==> config.mk <==
export PLATFORM = sky130hd
export DESIGN_NAME = output_serializer_lanes
export DESIGN_NICKNAME = d
export VERILOG_FILES = /design/src/rtl/output_serializer_lanes.sv
export SDC_FILE = /design/constraint.sdc
export NUM_CORES = 1
export LEC_CHECK = 0
export ABC_AREA = 1
export BUFFER_PORTS_ARGS = -buffer_cell sky130_fd_sc_hd__buf_2
export CAP_MARGIN = 20
export CORE_MARGIN = 2
export CORE_UTILIZATION = 50
export DETAILED_ROUTE_END_ITERATION = 16
export GPL_TIMING_DRIVEN = 0
export PLACE_DENSITY = 0.65
export REMOVE_ABC_BUFFERS = 1
export SLEW_MARGIN = 5
export SYNTH_ARGS = -nofsm -noshare
export SYNTH_HDL_FRONTEND = slang
export SYNTH_SLANG_ARGS = --single-unit
==> constraint.sdc <==
create_clock -name clk_in -period 2.65 [get_ports clk_in]
set_input_delay 0.53 -clock clk_in [delete_from_list [all_inputs] [get_ports clk_in]]
set_output_delay 0.53 -clock clk_in [all_outputs]
set_load 0.03 [all_outputs]
==> src/rtl/output_serializer_lanes.sv <==
// Fabric multi-lane parallel-to-serial output stage: words queue in a small FIFO and
// shift out one bit per lane on each clock_en strobe, padding with IDLE_PATTERN when starved.
module output_serializer_lanes #(
    parameter int                    NUM_LANES    = 4,
    parameter int                    DATA_WIDTH   = 4,
    parameter int                    FIFO_DEPTH   = 4,
    parameter bit                    MSB_FIRST    = 1'b0,
    parameter logic [DATA_WIDTH-1:0] IDLE_PATTERN = '0
) (
    input  logic                              clk_in,
    input  logic                              reset_n,
    input  logic                              clock_en,
    input  logic [NUM_LANES*DATA_WIDTH-1:0]   data_in,
    input  logic                              data_valid,
    output logic                              data_ready,
    input  logic                              flush,
    input  logic                              underflow_clr,
    output logic [NUM_LANES-1:0]              data_out,
    output logic                              word_start,
    output logic                              underflow,
    output logic [$clog2(FIFO_DEPTH):0]       fifo_level
);
    localparam int AW = $clog2(FIFO_DEPTH);
    localparam int WW = NUM_LANES * DATA_WIDTH;
    localparam int CW = $clog2(DATA_WIDTH);
    localparam logic [CW-1:0] LAST_BIT = CW'(DATA_WIDTH - 1);

    typedef enum logic {S_IDLE, S_RUN} state_t;
    state_t r_state, w_state_next;

    logic [WW-1:0]        r_mem [FIFO_DEPTH];
    logic [AW-1:0]        r_wr_ptr, r_rd_ptr;
    logic [AW:0]          r_level;
    logic [WW-1:0]        r_word;
    logic [CW-1:0]        r_bitcnt;
    logic [NUM_LANES-1:0] r_data_out;
    logic                 r_word_start;
    logic                 r_underflow;

    logic                 w_empty, w_full, w_write;
    logic                 w_boundary, w_load, w_pop, w_underflow_set;
    logic [WW-1:0]        w_load_word;
    logic [CW-1:0]        w_next_idx;

    // Picks the bit at shift-order position idx from every lane of a held word.
    function automatic logic [NUM_LANES-1:0] lane_bits(input logic [WW-1:0] word,
                                                       input logic [CW-1:0] idx);
        logic [NUM_LANES-1:0] bits;
        logic [CW-1:0]        pos;
        pos = MSB_FIRST ? LAST_BIT - idx : idx;
        for (int l = 0; l < NUM_LANES; l++) begin
            bits[l] = word[l*DATA_WIDTH + int'(pos)];
        end
        return bits;
    endfunction

    assign w_empty         = (r_level == '0);
    assign w_full          = (r_level == (AW+1)'(FIFO_DEPTH));
    assign data_ready      = !w_full && !flush;
    assign w_write         = data_valid && data_ready;
    assign w_boundary      = clock_en && (r_bitcnt == LAST_BIT);
    assign w_load          = w_boundary && !flush;
    assign w_pop           = w_load && !w_empty;
    assign w_underflow_set = w_load && w_empty && (r_state == S_RUN);
    assign w_load_word     = w_empty ? {NUM_LANES{IDLE_PATTERN}} : r_mem[r_rd_ptr];
    assign w_next_idx      = r_bitcnt + 1'b1;

    always_comb begin
        w_state_next = r_state;
        if (flush) begin
            w_state_next = S_IDLE;
        end else if (w_boundary) begin
            w_state_next = w_empty ? S_IDLE : S_RUN;
        end
    end

    always_ff @(posedge clk_in or negedge reset_n) begin
        if (!reset_n) begin
            r_state <= S_IDLE;
        end else begin
            r_state <= w_state_next;
        end
    end

    always_ff @(posedge clk_in) begin
        if (w_write) begin
            r_mem[r_wr_ptr] <= data_in;
        end
    end

    // Pointers wrap naturally because the depth is a power of two.
    always_ff @(posedge clk_in or negedge reset_n) begin
        if (!reset_n) begin
            r_wr_ptr <= '0;
            r_rd_ptr <= '0;
            r_level  <= '0;
        end else if (flush) begin
            r_wr_ptr <= '0;
            r_rd_ptr <= '0;
            r_level  <= '0;
        end else begin
            if (w_write) begin
                r_wr_ptr <= r_wr_ptr + 1'b1;
            end
            if (w_pop) begin
                r_rd_ptr <= r_rd_ptr + 1'b1;
            end
            case ({w_write, w_pop})
                2'b10:   r_level <= r_level + 1'b1;
                2'b01:   r_level <= r_level - 1'b1;
                default: r_level <= r_level;
            endcase
        end
    end

    // Starting at LAST_BIT makes the very first strobe a load, so words stay aligned.
    always_ff @(posedge clk_in or negedge reset_n) begin
        if (!reset_n) begin
            r_bitcnt     <= LAST_BIT;
            r_word       <= {NUM_LANES{IDLE_PATTERN}};
            r_data_out   <= '0;
            r_word_start <= 1'b0;
        end else if (flush) begin
            r_bitcnt     <= LAST_BIT;
            r_data_out   <= '0;
            r_word_start <= 1'b0;
        end else if (w_boundary) begin
            r_bitcnt     <= '0;
            r_word       <= w_load_word;
            r_data_out   <= lane_bits(w_load_word, '0);
            r_word_start <= !w_empty;
        end else if (clock_en) begin
            r_bitcnt     <= w_next_idx;
            r_data_out   <= lane_bits(r_word, w_next_idx);
            r_word_start <= 1'b0;
        end
    end

    always_ff @(posedge clk_in or negedge reset_n) begin
        if (!reset_n) begin
            r_underflow <= 1'b0;
        end else if (w_underflow_set) begin
            r_underflow <= 1'b1;
        end else if (underflow_clr) begin
            r_underflow <= 1'b0;
        end
    end

    assign data_out   = r_data_out;
    assign word_start = r_word_start;
    assign underflow  = r_underflow;
    assign fifo_level = r_level;

endmodule

==> key figures, run 1 <==
Place
  • Dpl cell area: 4310 µm²
  • HPWL after detailed placement: 4960 µm
  • Placed cells: 499
  • Port Buffers: 31
  • GP Congestion: just over 0.8

Detailed routing
  • Vias: 2626
  • Avg WL per Cell: 14.7 µm
  • Total iterations of the first detailed-routing run: 4
  • Remaining DRCs: 0
  • Total Wirelength: 7570 µm
  • DRT iter0 DRCs: 134
  • ANT nets after route: 0
  • Vias per inst: around 5.1

Critical path
  • Critical path arrival: 2.62 ns
  • Crit start category: flop
  • Critical path type: reg -> reg
  • Crit Path Max Fanout: 18
  • Reg2reg end: fifo_level[2]
  • Origin of the critical flop-to-flop path: r_bitcnt[0]
  • Worst r2r path cells: 13
  • Critical Path End Type: flop
  • R2r setup slk: between 0.2 and 0.3 ns
  • Required @ worst endpoint: 2.90 ns

Final layout
  • Finished Layout Cells: 516
  • Multi-input gate area: about 1100 µm²
  • Final core occ: 0.581
  • Layout area overhead: 11.9%
  • Share of layout cells above drive strength 1: 0.157
  • FF+latch area: 2730 µm²
  • Nets: around 440
  • Fill count: approximately 690
  • # diodes: 0
  • Design Area, Final: 4510 µm²

Die
  • Row cnt: 32
  • Initial Util: 0.519
  • Die area: approximately 8800 µm²
  • Die Height: around 94 µm
  • Number of top-level pins: 32
  • Core Area: 7770 µm²
  • Die width: roughly 94 µm

Logic synthesis
  • Synthesized area per cell: roughly 11 µm²
  • Distinct cells, synth: 24
  • Multiplexer area fraction after synthesis: 0
  • Synth area leader: edfxtp_1
  • Syn Inst Count: 377
  • Largest family of logic cells by synthesized area: simple AND/OR/NAND/NOR gates
  • Post-synthesis compound-gate area fraction: 0.0627
  • XOR/XNOR share of the synthesized area: 0.00217
  • Synth Warn #: 0
  • Synthesized cell area: between 4000 and 5000 µm²
  • Synth Area in Simple Gates: 0.188
  • Yosys top cell area share: 0.477
  • Register area share after synthesis: 0.676
  • Synth Area in Adders: 0.0205
  • Seq cells post-synth: 96
  • Ranking of synthesized cells by area: edfxtp_1, dfrtp_1, nand2_1

Global route
  • Met2 Usage GRT: 0.315
  • Largest net degree at the start of global routing: 36
  • Vias in the first global route: roughly 2500
  • First-pass GRT wire length: 12600 µm
  • M1 GR Usage: 0.254
  • GR Util All Layers: 0.189
  • Met3 usage: 0.0297
  • Grt ovf: 0
  • GRT busiest layer: met2
  • Initial antenna violation count: 0

Clock tree
  • H-Tree Depth: 3
  • CTS root buffer: clkbuf_8
  • Worst-path clk slew: 0.09 ns
  • CTS Sinks: 96
  • CTS buffer count: 9
  • CTS tree: built
  • CTS Buffer Depth: 2
  • Clock Latency Late Sink: 0.35 ns

STA
  • Tcrit/Tclk final: 0.896
  • Slew headroom: 0.369
  • Final Slew Violations: 0
  • Worst Max-Slew Pin Slew: between 0.9 and 1 ns
  • Final min period: approximately 2.4 ns
  • Hold Vio Cnt, Final: 0
  • F_max: 421 MHz
  • RSZ-0062 raised after global routing: false
  • Clock skew: 0.0134 ns
  • Fin Hold WS: 0.217 ns
  • Final setup fails: 0

Power
  • Leak: ~1.9 nW
  • Peak supply drop: 0.000319 V
  • Pwr dens: 674 nW/µm²

Hold path
  • Hold Crit Class: in -> async

Job
  • Maxcap violations: 0

Run status
  • Status: finished clean
Yosys cell counts:
master,number
fa_1,1
buf_1,1
nand3_2,1
buf_2,7
nand3_1,47
a21oi_1,4
o21ai_0,42
nand3b_1,1
nand2_4,2
a21oi_4,1
nand2_1,103
clkbuf_1,5
clkinv_4,1
edfxtp_1,64
buf_4,2
nor2_4,1
dfstp_2,2
dfrtp_1,30
nand2_2,1
ha_1,5
xor2_1,1
inv_1,33
nor2_1,21
a31oi_1,1
power breakdown:
group | internal (W) | leakage [nW] | switching, W
clock network | 0.000461 | 0.0993 | 0.000474
logic | 0.000115 | 0.793 | 0.000229
registers | 0.00171 | 1.01 | 0.0000570
total | 0.00228 | 1.90 | 0.000760
cell type report:
type | count | area share
Sequential cell | 96 | 0.604
Tap cell | 102 | 0.0283
Clock inverter | 5 | 0.0125
Clock buffer | 11 | 0.0313
Multi-Input combinational cell | 232 | 0.247
Inverter | 34 | 0.0294
Timing Repair Buffer | 36 | 0.0477
sequential cells by signal (all words and copies together), names as in the netlist:
signal	count
r_word	16
data_out	4
r_wr_ptr	2
word_start	1
r_state	1
r_bitcnt	2
fifo_level	3
underflow	1
r_mem	64
r_rd_ptr	2
cells by family after synthesis:
family,after synthesis
AND/OR/NAND/NOR,177
flip-flops,96
buffers and inverters,49
AO/OA/AOI/OAI,48
adder cells (fa/ha/maj),6
XOR/XNOR,1
how the worst max path moves through the flow:
stage,start,to,slack (ns),cells past startpoint
6_report,r_bitcnt[0],fifo_level[2],0.27,13
5_1_grt,r_bitcnt[0],fifo_level[2],0.04,13
4_1_cts,r_bitcnt[0],fifo_level[2],0.02,13
3_5_place_dp,r_rd_ptr[0],data_out[0],-0.18,7
3_3_place_gp,flush,r_mem[3][13],-0.30,4
2_1_floorplan,r_bitcnt[0],fifo_level[2],0.44,13
timing repair:
action / 4_1_cts / 5_1_grt
hold endpoints to repair: 0 / 0
pin swaps: 0 / 1
endpoints found under the setup margin: 9 / 2
resized for setup: 1 / 0
setup buffers: 0 / 1
hold buffers: 0 / 0
cells in the final DEF, fill, tap and decap left out, types with 5 or more instances in the layout:
master / count
nand3_1: 47
edfxtp_1: 64
nor2_1: 17
ha_1: 5
inv_1: 33
dfrtp_1: 29
o21ai_0: 42
nand2_1: 103
buf_2: 31
clkbuf_8: 10
metal layers:
layer  up-vias  wire length, µm
met5         -                0
met4         0              105
met3         9              291
met2        58             3620
met1      1233             3550
li1       1326                -
stage by stage:
step,total power (W),worst slack (ns),setup TNS (ns)
floorplan,0.00201,0.435,0
global placement,0.00212,-0.301,-13.84
detailed placement,0.00214,-0.183,-1.09
CTS,0.00307,0.0164,0
global route,0.00320,0.0422,0
finish,0.00304,0.275,0
critical path, cell delays in order (launching register included):
cell	delay, ns
dfstp_2	0.70
ha_1	0.23
nand2_2	0.11
nor2_4	0.16
nand2_4	0.09
clkinv_4	0.16
nand2_4	0.10
inv_1	0.08
fa_1	0.18
xor2_1	0.16
nand3b_1	0.12
nand2_1	0.06
nand2_1	0.06
nand2_1	0.05
(Power assumes the default switching activity.)
==> run 2, diff against run 1 <==
--- a/config.mk
+++ b/config.mk
@@ -13,6 +13,7 @@
 export DETAILED_ROUTE_END_ITERATION = 16
 export GPL_TIMING_DRIVEN = 0
 export PLACE_DENSITY = 0.65
+export RECOVER_POWER = 100
 export REMOVE_ABC_BUFFERS = 1
 export SLEW_MARGIN = 5
 export SYNTH_ARGS = -nofsm -noshare
==> run 2 against run 1 <==
Net effect: core utilization is 0.43 points lower; wire length is 0.15% higher; non-clock buffer count stayed put; critical endpoint unchanged; sequential share of layout area is 0.46 points higher; largest power group unchanged; setup slack worse by 0.022 ns; the run now ends with capacitance limit, slew limit left; highest routed layer unchanged; die area stayed put; flip-flop and latch count stayed put; sequential power hardly changed; critical path type unchanged.
==> key figures, run 2 (synthesis results as in run 1) <==
Run status
  • Status: complete, but fails checks
  • Failing checks: capacitance limit, slew limit

Power
  • Leak: 1.83 nW (-3.8%)
  • Pwr dens: 679 nW/µm² (+0.63%)
  • Peak supply drop: 0.000322 V (+0.67%)

Detailed routing
  • Total Wirelength: 7580 µm (+0.15%)
  • DRT iter0 DRCs: 147 (+9.7%)
  • Vias per inst: 5.04 (-1.0%)
  • Remaining DRCs: 0 (unchanged)
  • ANT nets after route: 0 (unchanged)
  • Avg WL per Cell: 14.7 µm (+0.15%)
  • Vias: 2599 (-1.0%)
  • Total iterations of the first detailed-routing run: 4 (unchanged)

Hold path
  • Hold Crit Class: in -> reg
  • HP Start: underflow_clr

Die
  • Die Height: 93.8 µm (unchanged)
  • Die area: 8800 µm² (unchanged)
  • Die width: 93.8 µm (unchanged)
  • Row cnt: 32 (unchanged)
  • Core Area: 7770 µm² (unchanged)
  • Number of top-level pins: 32 (unchanged)
  • Initial Util: 0.519 (unchanged)

Critical path
  • Critical path type: reg -> reg
  • Crit start category: flop
  • Crit path from: r_bitcnt[0]
  • Critical path arrival: 2.64 ns (+0.02 ns)
  • Required @ worst endpoint: 2.89 ns (about the same)
  • Critical Path End Type: flop
  • Crit Path Max Fanout: 18 (unchanged)
  • Origin of the critical flop-to-flop path: r_bitcnt[0]

Clock tree
  • Clock Latency Late Sink: 0.35 ns (about the same)
  • Hold buffer count at cts: 0 (unchanged)
  • H-Tree Depth: 3 (unchanged)
  • CTS tree: built
  • Worst-path clk slew: 0.09 ns (about the same)
  • CTS buffer count: 9 (unchanged)
  • CTS Buffer Depth: 2 (unchanged)
  • CTS Sinks: 96 (unchanged)
  • CTS root buffer: clkbuf_8

Global route
  • Initial antenna violation count: 0 (unchanged)
  • First-pass GRT wire length: 12600 µm (unchanged)
  • Grt ovf: 0 (unchanged)
  • GR Util All Layers: 0.189 (unchanged)
  • Largest net degree at the start of global routing: 36 (unchanged)
  • Vias in the first global route: 2544 (unchanged)

Place
  • GP Congestion: 0.830 (unchanged)
  • HPWL after detailed placement: 4960 µm (unchanged)
  • Placed cells: 499 (unchanged)
  • Dpl cell area: 4310 µm² (unchanged)
  • Port Buffers: 31 (unchanged)
  • Pre-CTS setup slack: -0.183 ns (unchanged)

STA
  • Slew headroom: -0.145 (-0.515)
  • Setup TNS Final: 0 ns (unchanged)
  • Hold Vio Cnt, Final: 0 (unchanged)
  • Final Slew Violations: 33 (+33)
  • RSZ-0062 raised after global routing: false
  • Clock skew: 0.0148 ns (+0.00140 ns)
  • Final setup fails: 0 (unchanged)
  • Tcrit/Tclk final: 0.905 (+0.00840)
  • Final min period: 2.40 ns (+0.0223 ns)
  • Worst Max-Slew Pin Slew: 1.72 ns (+0.773 ns)
  • Fin Hold WS: 0.375 ns (+0.158 ns)
  • F_max: 417 MHz (-0.93%)
  • Final setup margin: 0.253 ns (-0.0223 ns)

Final layout
  • Layout area overhead: 11.0%
  • Design Area, Final: 4480 µm² (-0.75%)
  • Top reg by flops: r_mem
  • Nets: 437 (unchanged)
  • Number of flip-flops under the largest register name: 64 (unchanged)
  • Most frequent cells in the layout: nand2_1, edfxtp_1, nand3_1, o21ai_0, inv_1
  • Finished Layout Cells: 516 (unchanged)
  • # diodes: 0 (unchanged)
  • Commonest non-fill, non-tap cell in the layout: nand2_1
  • Share of layout cells above drive strength 1: 0.0990 (-0.0580)

Job
  • Maxcap violations: 1 (+1)
## run 2: cell count changes in the layout (fill, tap and decap cells not counted), sizes merged
cell    change
clkbuf     +23
buf        -23
## run 2: timing repair
item,in CTS,in global routing
setup buffers,0,1
pin swaps,0,1
endpoints found under the setup margin,9,2
gates resized for setup,1,0
## run 2: stage by stage
step,total power (W),util
after global routing,0.00319,0.577
after floorplan,0.00201,-
final,0.00304,0.577
after global placement,0.00212,0.546
after CTS,0.00307,0.580
after detailed placement,0.00214,0.554
## run 2: path summary, 6_finish.rpt
kind / to / cells past startpoint / slack [ns]
worst max-delay path: fifo_level[2] / 13 / 0.25
max in group asynchronous: r_rd_ptr[0] / 1 / 0.92
worst min register to register: r_state / 2 / 0.48
worst min-delay path: underflow / 2 / 0.37
worst max register to register: fifo_level[2] / 13 / 0.25
min in group asynchronous: data_out[0] / 1 / 0.61
## run 2: where the power goes
group / switching, W / leakage (nW) / internal (W)
combinational: 0.000229 / 0.721 / 0.000107
clock: 0.000478 / 0.0993 / 0.000461
sequential: 0.0000576 / 1.01 / 0.00171
total: 0.000764 / 1.83 / 0.00227
## run 2: layer usage
layer  up-vias  global-route usage  share of wire
met3         6              0.0297          0.033
li1       1322                   -              -
met2        45               0.315           0.48
met5         -                   0              0
met4         0              0.0652          0.010
met1      1226               0.254           0.47
## run 2: final cells by class
| cell class | instances | area, µm² |
|---|---|---|
| fillers | 704 | 3290 |
| flip-flops and latches | 96 | 2730 |
| multi-input cells | 232 | 1110 |
| repair buffers | 36 | 186 |
| clock buffers | 11 | 141 |
| inverters | 34 | 133 |
| well taps | 102 | 128 |
| clock inverters | 5 | 56.3 |
## run 2: worst max-delay path, stage by stage, from the launching register on
cell	delay (ns)
dfstp_2	0.70
ha_1	0.24
nand2_2	0.11
nor2_4	0.16
nand2_4	0.09
clkinv_4	0.16
nand2_4	0.10
inv_1	0.10
fa_1	0.18
xor2_1	0.16
nand3b_1	0.12
nand2_1	0.07
nand2_1	0.06
nand2_1	0.05
